## config.mk

```make
export PLATFORM = sky130hd
export DESIGN_NAME = rsa_avalon_wrapper
export DESIGN_NICKNAME = d
export VERILOG_FILES = /design/src/rtl/rsa_avalon_wrapper.sv
export SDC_FILE = /design/constraint.sdc
export NUM_CORES = 2
export LEC_CHECK = 0
export CORE_ASPECT_RATIO = 0.75
export CORE_MARGIN = 2
export CORE_UTILIZATION = 23
export CTS_BUF_LIST = sky130_fd_sc_hd__clkbuf_16
export DETAILED_ROUTE_END_ITERATION = 10
export PLACE_DENSITY = 0.44
export SLEW_MARGIN = 20
export SYNTH_ARGS = -nofsm -noshare
export SYNTH_HDL_FRONTEND = slang
export SYNTH_SLANG_ARGS = --single-unit
```

## constraint.sdc

```tcl
create_clock -name i_clk -period 40.4 [get_ports i_clk]
set_input_delay 10.1 -clock i_clk [delete_from_list [all_inputs] [get_ports i_clk]]
set_output_delay 10.1 -clock i_clk [all_outputs]
set_load 0.005 [all_outputs]
```

## src/rtl/rsa_avalon_wrapper.sv

```systemverilog
// Avalon-MM master between the UART and the RSA256 core: gathers N, D, Y byte by byte, starts the core, streams the 248-bit plaintext back.
// Build option RSA_WRAP_KEY_RELOAD_EN: when defined, N and D are re-received for every block instead of once after reset.
module rsa_avalon_wrapper #(
  parameter int unsigned RX_BASE     = 0,
  parameter int unsigned TX_BASE     = 4,
  parameter int unsigned STATUS_BASE = 8,
  parameter int unsigned RX_OK_BIT   = 7,
  parameter int unsigned TX_OK_BIT   = 6
) (
  input  logic         i_clk,
  input  logic         i_rst,
  output logic [4:0]   avm_address,
  output logic         avm_read,
  input  logic [31:0]  avm_readdata,
  output logic         avm_write,
  output logic [31:0]  avm_writedata,
  input  logic         avm_waitrequest,
  output logic         o_core_start,
  output logic [255:0] o_core_a,
  output logic [255:0] o_core_d,
  output logic [255:0] o_core_n,
  input  logic [255:0] i_core_a_pow_d,
  input  logic         i_core_finished
);

  typedef enum logic [2:0] {
    S_QUERY_RX = 3'd0,
    S_READ     = 3'd1,
    S_START    = 3'd2,
    S_WAIT     = 3'd3,
    S_QUERY_TX = 3'd4,
    S_WRITE    = 3'd5
  } state_t;

  typedef enum logic [1:0] {
    P_N = 2'd0,
    P_D = 2'd1,
    P_Y = 2'd2
  } phase_t;

  state_t         state_q;
  state_t         state_d;
  phase_t         phase_q;
  logic [4:0]     cnt_q;
  logic [247:0]   out_q;

  logic           rd_acc;
  logic           wr_acc;
  logic           last_rx;
  logic           last_tx;
  logic [7:0]     rx_byte;

  logic [4:0]     address_d;
  logic           read_d;
  logic           write_d;
  logic [31:0]    writedata_d;
  logic           start_d;

  logic           unused_bits;

  // A transfer only completes when the request is actually on the bus.
  assign rd_acc  = avm_read  && !avm_waitrequest;
  assign wr_acc  = avm_write && !avm_waitrequest;
  assign last_rx = (cnt_q == 5'd31);
  assign last_tx = (cnt_q == 5'd30);
  assign rx_byte = avm_readdata[7:0];

  assign unused_bits = ^{avm_readdata[31:8], i_core_a_pow_d[255:248]};

  always_ff @(posedge i_clk or posedge i_rst) begin
    if (i_rst) begin
      state_q <= S_QUERY_RX;
    end else begin
      state_q <= state_d;
    end
  end

  always_comb begin
    state_d = state_q;
    case (state_q)
      S_QUERY_RX: begin
        if (rd_acc && avm_readdata[RX_OK_BIT]) state_d = S_READ;
      end
      S_READ: begin
        if (rd_acc) begin
          if (last_rx && phase_q == P_Y) state_d = S_START;
          else                           state_d = S_QUERY_RX;
        end
      end
      S_START: begin
        state_d = S_WAIT;
      end
      S_WAIT: begin
        if (i_core_finished) state_d = S_QUERY_TX;
      end
      S_QUERY_TX: begin
        if (rd_acc && avm_readdata[TX_OK_BIT]) state_d = S_WRITE;
      end
      S_WRITE: begin
        if (wr_acc) begin
          if (last_tx) state_d = S_QUERY_RX;
          else         state_d = S_QUERY_TX;
        end
      end
      default: begin
        state_d = S_QUERY_RX;
      end
    endcase
  end

  // Bus requests are decoded from the next state and registered, so a stalled
  // request holds automatically (the state does not move without an accept).
  always_comb begin
    address_d   = 5'(STATUS_BASE);
    read_d      = 1'b0;
    write_d     = 1'b0;
    writedata_d = 32'd0;
    start_d     = 1'b0;
    case (state_d)
      S_QUERY_RX: begin
        read_d    = 1'b1;
        address_d = 5'(STATUS_BASE);
      end
      S_READ: begin
        read_d    = 1'b1;
        address_d = 5'(RX_BASE);
      end
      S_START: begin
        start_d = 1'b1;
      end
      S_QUERY_TX: begin
        read_d    = 1'b1;
        address_d = 5'(STATUS_BASE);
      end
      S_WRITE: begin
        write_d     = 1'b1;
        address_d   = 5'(TX_BASE);
        writedata_d = {24'd0, out_q[247:240]};
      end
      default: begin
        address_d = 5'(STATUS_BASE);
      end
    endcase
  end

  always_ff @(posedge i_clk or posedge i_rst) begin
    if (i_rst) begin
      avm_address   <= 5'(STATUS_BASE);
      avm_read      <= 1'b0;
      avm_write     <= 1'b0;
      avm_writedata <= 32'd0;
      o_core_start  <= 1'b0;
    end else begin
      avm_address   <= address_d;
      avm_read      <= read_d;
      avm_write     <= write_d;
      avm_writedata <= writedata_d;
      o_core_start  <= start_d;
    end
  end

  always_ff @(posedge i_clk or posedge i_rst) begin
    if (i_rst) begin
      phase_q  <= P_N;
      cnt_q    <= 5'd0;
      out_q    <= '0;
      o_core_n <= '0;
      o_core_d <= '0;
      o_core_a <= '0;
    end else begin
      if (state_q == S_READ && rd_acc) begin
        case (phase_q)
          P_N:     o_core_n <= {o_core_n[247:0], rx_byte};
          P_D:     o_core_d <= {o_core_d[247:0], rx_byte};
          default: o_core_a <= {o_core_a[247:0], rx_byte};
        endcase
        if (last_rx) begin
          cnt_q <= 5'd0;
          case (phase_q)
            P_N:     phase_q <= P_D;
            default: phase_q <= P_Y;
          endcase
        end else begin
          cnt_q <= cnt_q + 5'd1;
        end
      end

      if (state_q == S_WAIT && i_core_finished) begin
        out_q <= i_core_a_pow_d[247:0];
      end

      if (state_q == S_WRITE && wr_acc) begin
        out_q <= {out_q[239:0], 8'd0};
        if (last_tx) begin
          cnt_q <= 5'd0;
`ifdef RSA_WRAP_KEY_RELOAD_EN
          phase_q <= P_N;
`else
          phase_q <= P_Y;
`endif
        end else begin
          cnt_q <= cnt_q + 5'd1;
        end
      end
    end
  end

endmodule

```

==> results.toml <==
[critical_path]
endpoint_kind = "flop"
cp-start-kind = "input port"
arrival_ps = 14730
worstSetupPathType = "in2reg"
worstPathRequired_ps = 41050
crit_fanout = 80

[synth]
netlist_area_um2 = 40200
yosysWarnings = 0
ys_types = 45
ys_ff_latch = 1038
synth.area.top_cells = "dfrtp_1 64%, mux2_2 15%, mux2_1 5.7%, nand2_1 4.7%, a22oi_1 4.5%"
synth_area_leader_cell = "dfrtp_1"
ys_seq_area_share_pct = 64.6
avgSynthCellArea_um2 = 14.3
syn_inst = 2820
netlist.area_leader.share_pct = 64.5

[placed_design]
numPortBuffers = 1040
dp_slack_ps = 25500
place.gp.congestion = 0.788
dp_hpwl_um = 103000

[finish]
final_layout_size_suffix_gt1_share_pct = 19.4
final_cell_mix = "1,040 x clkdlybuf4s50_1, 1,037 x dfrtp_1, 530 x mux2_2, 503 x nand2_1, 240 x a22oi_1"
layout.nets = 4136
final_common_cell = "clkdlybuf4s50_1"
area_growth_pct = 40.0

[floorplan]
initial_core_util_pct = 23.2
die_y_um = 366
core.rowCount = 132
die_w_um = 487
coreArea_um2 = 173000
ioPinCount = 1100
die_area_um2 = 178000

[detailed_routing]
vias = 26300
wl_um = 143000
viasPerCell = 4.23
detail_route.wl_per_cell_um = 23.0
first_pass_iters = 5
route.detailed.drc = 0
ant_nets = 0
drtIter0Drc = 1587

[global_routing]
grt_pass1_wl_um = 205000
antenna_found_initial = 24
gr-total-overflow = 0
grt.total_usage_pct = 15.6
grt_max_degree = 161
first_global_vias = 27000

[clock_network]
cts_setup_buffers = 0
clk_latency_ps = 760
clock_path_buffers = 3
clockRootBuffer = "clkbuf_16"
cts_hold_buf = 0
h-tree-depth = 3
numCtsBuffers = 116
cts.clk_slew.worst_paths_ps = 60
cts_tree = "built"
cts_sinks = 1038
cts.repair.resized = 0

[power_and_ir_drop]
p_leak_nw = 27.0
p_per_area_nw_per_um2 = 47.9
irDropWorstVdd_v = 0.0000401

[sta]
fmax_mhz = 71.1
fin_skew_ps = 47.2
period_needed_ps = 14070
worst_pin_slew_ps = 1080
rsz0062_at_grt = "no"
setup_violations = 0
min_period_over_period_pct = 34.8
timing.final.ws_setup_ps = 26330
maxSlewHeadroom_pct = 27.9
finalSetupTns_ps = 0
hold_viol_final = 0
drv_slew = 0

[hold_path]
hp-class = "reg2reg"

[outcome]
outcome = "finished clean"

[flow_run]
maxCapViolCount = 0
-- layout make-up --
class	instances	area (um2)
multi-input cells	1609	13100
well taps	2278	2850
clock buffers	116	2900
flip-flops and latches	1038	26000
repair buffers	1072	10700
clock inverters	101	793
diodes	4	10.0
inverters	4	22.5
fillers	17300	117000
-- through the flow --
| stage | hold WS [ps] | util [%] | cells | power (mW) | instance area, um2 |
|---|---|---|---|---|---|
| after CTS | 435 | 32.5 | 6218 | 2.76 | 56300 |
| after global routing | 476 | 32.5 | 6221 | 2.84 | 56300 |
| after floorplan | 438 | - | 2846 | 1.43 | 40300 |
| final | 453 | 32.5 | 6222 | 2.70 | 56300 |
| after detailed placement | 459 | 30.4 | 6001 | 1.69 | 52600 |
| after global placement | 455 | 30.4 | 6001 | 1.69 | 52600 |
-- logic make-up (layout without fill, tap and decap cells) --
kind of cell / Yosys count / after routing / share of synthesized area, %
flops: 1038 / 1038 / 64.6
mux: 771 / 771 / 21.9
simple gates: 542 / 542 / 5.29
compound gates: 266 / 266 / 4.89
buf+inv: 199 / 1293 / 3.24
fa+ha+maj: 3 / 3 / 0.0933
other cells: 1 / 31 / 0.00932
-- state kept, by name, summed over array words and instances, names as in the netlist --
register       count
avm_address        2
avm_read           1
avm_writedata      8
cnt_q              5
o_core_a         256
o_core_d         256
o_core_n         256
o_core_start       1
out_q            248
phase_q            2
state_q            3
-- cell usage after synthesis, drive strengths merged --
master and instances:
dfrtp 1037, ha 3, nand2 504, nand3 5
buf 124, a22oi 240, inv 4, and4b 1
nor3b 1, o2bb2ai 1, nand2b 2, a221o 1
nand4 3, clkbuf 71, a211o 1, and2b 1
a21oi 13, o21a 1, nor3 1, or2 1
a311o 1, a22o 1, and3b 1, nand3b 1
dfstp 1, a31oi 2, conb 1, and2 8
and3 3, o311ai 1, mux2 770, nor2 8
nor2b 2, mux2i 1, o21ai 3, o211ai 1
-- critical path: stages --
cell             delay, ps
clkdlybuf4s50_1        510
and2b_2                270
and3_1                 240
nand2_4                320
buf_4                  800
buf_4                  900
buf_4                  930
mux2_2                 420
-- worst paths after layout --
| check | depth (start not counted) | slack [ps] | from | end |
|---|---|---|---|---|
| min in group asynchronous | 2 | 9910 | i_rst | o_core_a[198]$_DFFE_PP0P_ |
| worst min register to register | 2 | 450 | out_q[117]$_DFFE_PP0P_ | out_q[125]$_DFFE_PP0P_ |
| worst min-delay path | 2 | 450 | out_q[117]$_DFFE_PP0P_ | out_q[125]$_DFFE_PP0P_ |
| worst max register to register | 7 | 35750 | state_q[0]$_DFF_PP0_ | o_core_n[63]$_DFFE_PP0P_ |
| worst max-delay path | 8 | 26330 | avm_waitrequest | o_core_n[63]$_DFFE_PP0P_ |
| max in group asynchronous | 5 | 27480 | i_rst | o_core_n[63]$_DFFE_PP0P_ |
-- per-layer routing --
| layer | wire [um] | global-route usage, % | vias up |
|---|---|---|---|
| met4 | 2840 | 3.27 | 12 |
| met5 | 72 | 0 | - |
| met3 | 9830 | 5.19 | 177 |
| met2 | 72800 | 27.0 | 625 |
| li1 | - | - | 11900 |
| met1 | 57400 | 18.7 | 13600 |
-- where the power goes --
part / leakage (nW) / internal (mW) / total (mW) / switching (mW)
Clock: 1.91 / 0.575 / 1.04 / 0.463
Sequential: 14.3 / 1.13 / 1.20 / 0.0734
Combinational: 10.8 / 0.262 / 0.462 / 0.200
No activity file was read; power rests on OpenSTA's default activity.
==> variant 1, RTL diff (same settings) <==
Compare `cnt_q` against `5'd30` with >= in place of ==.
--- a/src/rtl/rsa_avalon_wrapper.sv
+++ b/src/rtl/rsa_avalon_wrapper.sv
@@ -62,7 +62,7 @@
   assign rd_acc  = avm_read  && !avm_waitrequest;
   assign wr_acc  = avm_write && !avm_waitrequest;
   assign last_rx = (cnt_q == 5'd31);
-  assign last_tx = (cnt_q == 5'd30);
+  assign last_tx = (cnt_q >= 5'd30);
   assign rx_byte = avm_readdata[7:0];
 
   assign unused_bits = ^{avm_readdata[31:8], i_core_a_pow_d[255:248]};
Function: same outputs for any inputs over 4 cycles, from zero or initial values and one cycle with i_rst high; that may be too few to reach the edited logic, so the function may still have changed.
==> variant 1 against the original RTL <==
- die area is 0.51% lower
- total power is 2.7% lower
- sequential cell count stayed put
- synthesized area is 0.51% lower
- sequential share of layout area is 0.22 points higher
- final area is 0.47% lower
- register-to-register slack better by 0.25 ns
- clock skew is 0.0039 ns lower
- global-route usage is 0.33 points higher
- wire length is 2.4% higher
- worst setup slack better by 0.30 ns
- critical path type unchanged
- highest routed layer unchanged
==> variant 1: results (changes against the original RTL) <==
| Metric | Value |
|---|---|
| Status | complete, no violations |
| Avg Cell Area, Syn | 14.2 sq um (-0.51%) |
| First-pass GRT wire length | 207000 microns (+1.1%) |
| Worst-Margin Slew | 1.12 ns (+0.0401 ns) |
| Share of layout cells above drive strength 1 | 23.5% (+4.1 points) |
| Largest stage delay, worst path | 0.96 ns (+0.03 ns) |
| First-pass detailed-route iteration total | 6 (+1) |
| Dpl cells | 6005 (+0.067%) |
| Total clock buffers created by CTS | 112 (-3.4%) |
| Nets | 4137 (+0.024%) |
| HPWL Detailed | 107000 microns (+3.4%) |
| VDD IR max | 0.0320 mV (-20%) |
| CP max-delay cell | buf_4 |
| Post-synthesis sequential area ratio | 64.9% (+0.33 points) |
| Initial drt markers | 1603 (+1.0%) |
| Worst slack, placed | 25.62 ns (+0.119 ns) |
| WP data arrival | 14.39 ns (-0.34 ns) |
| Hold Crit Class | reg -> reg |
| Via count | 26534 (+0.78%) |
| Clk Latency, worst-skew pair | 0.75 ns |
| Netlist cell types | 41 (-8.9%) |
| Largest net degree at the start of global routing | 188 (+17%) |
| # H-tree levels | 3 (unchanged) |
| Yosys warning count | 0 (unchanged) |
| Clock Skew | 0.0434 ns (-0.00385 ns) |
| Initial antenna violation count | 15 (-38%) |
| Max FO, Critical Path | 81 (+1.3%) |
| WL per Instance | 23.5 microns (+2.5%) |
| Synth top area cells | dfrtp_1 (65%), mux2_2 (20%), nand2_1 (4.8%) |
| Total Routed Length | 146000 microns (+2.4%) |
| Global Route Usage Sum | 15.9% (+0.33 points) |
| Pleak | 26.5 nW (-1.9%) |
| Buffer count from post-CTS setup fixing | 0 (unchanged) |
| Final GP Congestion | 0.828 (+5.1%) |
| Asr flop ratio synth | 100% (unchanged) |
-- variant 1: cell count changes in the layout (fill, tap and decap cells not counted), sizes merged, moves of 3 or more --
cell      before  now
inv           36   28
clkinvlp       0    6
nand2        504  510
buf           32   36
clkbuf       116  112
a21oi         13   10
diode          4    7
nand4          3    0
nor2           8    5
nor3           1    4
-- variant 1: area by class of cell --
| cell class | count | area (sq um) |
|---|---|---|
| sequential | 1038 | 26000 |
| timing repair buffer | 1076 | 10700 |
| multi-input combinational | 1609 | 13000 |
| tap | 2278 | 2850 |
| fill | 17325 | 117000 |
| clock buffer | 112 | 2800 |
| clock inverter | 94 | 719 |
| inverter | 5 | 26.3 |
| antenna | 7 | 17.5 |
-- variant 1: critical path, delay by kind of cell --
family	cells	cell delay (ns)
simple gates	2	0.47
mux	1	0.42
buf+inv	4	3.27
-- variant 1: power breakdown --
part / leakage, nW / internal, mW / switching, mW / total (mW)
logic: 10.4 / 0.246 / 0.184 / 0.430
clock network: 1.80 / 0.545 / 0.457 / 1.00
registers: 14.3 / 1.12 / 0.0729 / 1.19
-- variant 1: final timing paths --
path / start / to / slack [ns] / depth (start not counted)
min in group asynchronous: i_rst / o_core_d[136]$_DFFE_PP0P_ / 9.98 / 2
worst min register to register: out_q[246]$_DFFE_PP0P_ / out_q[246]$_DFFE_PP0P_ / 0.46 / 2
worst min-delay path: out_q[246]$_DFFE_PP0P_ / out_q[246]$_DFFE_PP0P_ / 0.46 / 2
worst max-delay path: avm_waitrequest / o_core_a[10]$_DFFE_PP0P_ / 26.62 / 7
worst max register to register: state_q[0]$_DFF_PP0_ / o_core_a[10]$_DFFE_PP0P_ / 36.00 / 6
max in group asynchronous: i_rst / o_core_a[89]$_DFFE_PP0P_ / 26.66 / 6
-- variant 1: cell families (layout without fill, tap and decap cells) --
family | count (synthesis) | in the layout | share of synthesized area, %
other | 1 | 34 | 0.00937
DFF | 1038 | 1038 | 64.9
AOI/OAI and AO/OA | 265 | 265 | 4.91
buffers and inverters | 199 | 1287 | 3.05
and+or+nand+nor | 543 | 543 | 5.35
adders and majority gates | 3 | 3 | 0.0938
muxes | 771 | 771 | 21.7
-- variant 1: through the flow --
stage               area [sq um]  util (%)
floorplan                  40100         -
finish                     56100      32.5
detailed placement         52500      30.4
global placement           52500      30.4
global route               56100      32.5
CTS                        56000      32.4
-- variant 1: per-layer routing --
metal,wire (microns),vias to the layer above,GRT usage (%)
met2,71900,640,26.4
met5,78,-,0
li1,-,11894,-
met1,60800,13824,19.8
met4,3710,14,4.50
met3,9960,162,5.15
==> variant 2, RTL diff (same flow settings) <==
Made on the original files. Add a define of `RSA_WRAP_KEY_RELOAD_EN`.
--- a/src/rtl/rsa_avalon_wrapper.sv
+++ b/src/rtl/rsa_avalon_wrapper.sv
@@ -1,5 +1,7 @@
 // Avalon-MM master between the UART and the RSA256 core: gathers N, D, Y byte by byte, starts the core, streams the 248-bit plaintext back.
 // Build option RSA_WRAP_KEY_RELOAD_EN: when defined, N and D are re-received for every block instead of once after reset.
+`define RSA_WRAP_KEY_RELOAD_EN
+
 module rsa_avalon_wrapper #(
   parameter int unsigned RX_BASE     = 0,
   parameter int unsigned TX_BASE     = 4,
Behaviour: same outputs for any inputs over 4 cycles, from zero or initial values and one cycle with i_rst high; that may be too few to reach the edited logic, so the function may still have changed.
==> variant 2 against the original RTL <==
- sequential share of layout area grew 0.10 points
- sequential cell count unchanged
- utilization up 0.082 points
- final area fell by 0.23%
- worst setup slack improved by 0.27 ns
- total power is 0.49% lower
- non-clock buffer count unchanged
- wire length up 0.34%
- synthesized area shrank 0.83%
- register-to-register slack better by 1.2 ns
==> variant 2: results (changes against the original RTL) <==
| Metric | Value |
|---|---|
| Initial antenna violation count | 17 (-29%) |
| Synth top area cells | dfrtp_1 (65%), mux2_2 (15%), mux2_1 (6.8%) |
| Initial drt markers | 1533 (-3.4%) |
| Met2 wire length | 73600 microns (+1.0%) |
| First-pass GRT wire length | 204000 microns (-0.30%) |
| Clk Latency, worst-skew pair | 0.77 ns |
| Global Route Usage Sum | 15.7% (+0.081 points) |
| Buffer count from post-CTS setup fixing | 0 (unchanged) |
| Pleak | 26.9 nW (-0.24%) |
| VDD IR max | 0.0368 mV (-8.3%) |
| Share of layout cells above drive strength 1 | 18.4% (-1.1 points) |
| HPWL Detailed | 104000 microns (+0.43%) |
| Post-synthesis sequential area ratio | 65.1% (+0.54 points) |
| Largest stage delay, worst path | 0.80 ns (-0.13 ns) |
| Total clock buffers created by CTS | 114 (-1.7%) |
| Clock Path Buffers | 3 (unchanged) |
| Max FO, Critical Path | 111 (+39%) |
| Largest net degree at the start of global routing | 202 (+25%) |
| Rel. slew slack | 7.97% (-20 points) |
| # H-tree levels | 3 (unchanged) |
| Int Power | 1.94 mW (-1.2%) |
| DP Area | 0.0525 sq mm (-0.22%) |
| Netlist cell types | 42 (-6.7%) |
| Nets | 4135 (-0.024%) |
| WP data arrival | 14.55 ns (-0.18 ns) |
| Cts hold-fix bufs | 0 (unchanged) |
| Filler cells | 17262 (-0.29%) |
| Status | complete, no violations |
| Final GP Congestion | 0.792 (+0.48%) |
| Top Metal Used | met5 |
| Clock-pin slew on the worst setup and hold paths | 0.06 ns (about the same) |
| Wl on met1 | 57400 microns (about the same) |
| Total Routed Length | 143000 microns (+0.34%) |
| R2r worst-path depth | 6 (-1) |
| Avg Vias per Cell | 4.21 (-0.43%) |
| Clock Skew | 0.0481 ns (+0.000864 ns) |
| Biggest regs | o_core_a x256, o_core_d x256, o_core_n x256 |
| Post-synth top cells | dfrtp_1 (1037), mux2_2 (530), nand2_1 (504), a22oi_1 (240), mux2_1 (240) |
| Vias in the first global route | 27364 (+1.5%) |
| Metal3 WL | 9320 microns (-5.2%) |
-- variant 2: stage by stage --
step | setup WS (ns) | total power, mW | util [%] | hold WS [ns] | cells
6_report | 26.60 | 2.69 | 32.6 | 0.472 | 6229
5_1_grt | 25.85 | 2.82 | 32.6 | 0.489 | 6227
4_1_cts | 26.29 | 2.75 | 32.6 | 0.469 | 6217
3_5_place_dp | 25.47 | 1.69 | 30.5 | 0.459 | 6001
3_3_place_gp | 25.41 | 1.69 | 30.5 | 0.455 | 6001
2_1_floorplan | 1.09 | 1.41 | - | 0.438 | 2847
-- variant 2: metal layers --
metal | vias to the layer above | global-route usage, %
li1 | 11918 | -
met1 | 13521 | 18.6
met2 | 641 | 27.4
met3 | 162 | 5.10
met4 | 2 | 3.90
met5 | - | 0
-- variant 2: worst min-delay path, delay by kind of cell (launching register included) --
family        cells  cell delay (ns)
simple gates      2             0.10
flops             1             0.34
-- variant 2: cells by family after synthesis --
logic type	synth area share, %
simple gates	5.32
mux	21.8
buf+inv	2.77
compound gates	4.95
flops	65.1
fa+ha+maj	0.0941
other cells	0.00940
-- variant 2: power by group through the flow --
stage               clock (mW)  sequential, mW  combinational (mW)
finish                    1.02            1.20               0.464
detailed placement           0            1.22               0.474
CTS                       1.07            1.20               0.478
global route              1.11            1.21               0.498
global placement             0            1.22               0.478
floorplan                    0            1.20               0.203
-- variant 2: worst paths after layout --
kind / from / end / slack [ns]
setup / recovery: i_rst / o_core_d[61]$_DFFE_PP0P_ / 26.60
hold / removal: out_q[72]$_DFFE_PP0P_ / out_q[72]$_DFFE_PP0P_ / 0.47
setup reg to reg: state_q[2]$_DFF_PP0_ / o_core_d[57]$_DFFE_PP0P_ / 36.99
hold reg to reg: out_q[72]$_DFFE_PP0P_ / out_q[72]$_DFFE_PP0P_ / 0.47
max in group i_clk: avm_waitrequest / o_core_d[57]$_DFFE_PP0P_ / 27.67
min in group asynchronous: i_rst / out_q[219]$_DFFE_PP0P_ / 9.88
-- variant 2: final cells by class --
class	instances	share of cell area, %
clock inverter	102	1.40
inverter	4	0.0401
tap	2278	5.07
timing repair buffer	1072	19.1
clock buffer	114	5.07
antenna	11	0.0490
sequential	1038	46.2
multi-input combinational	1610	23.0
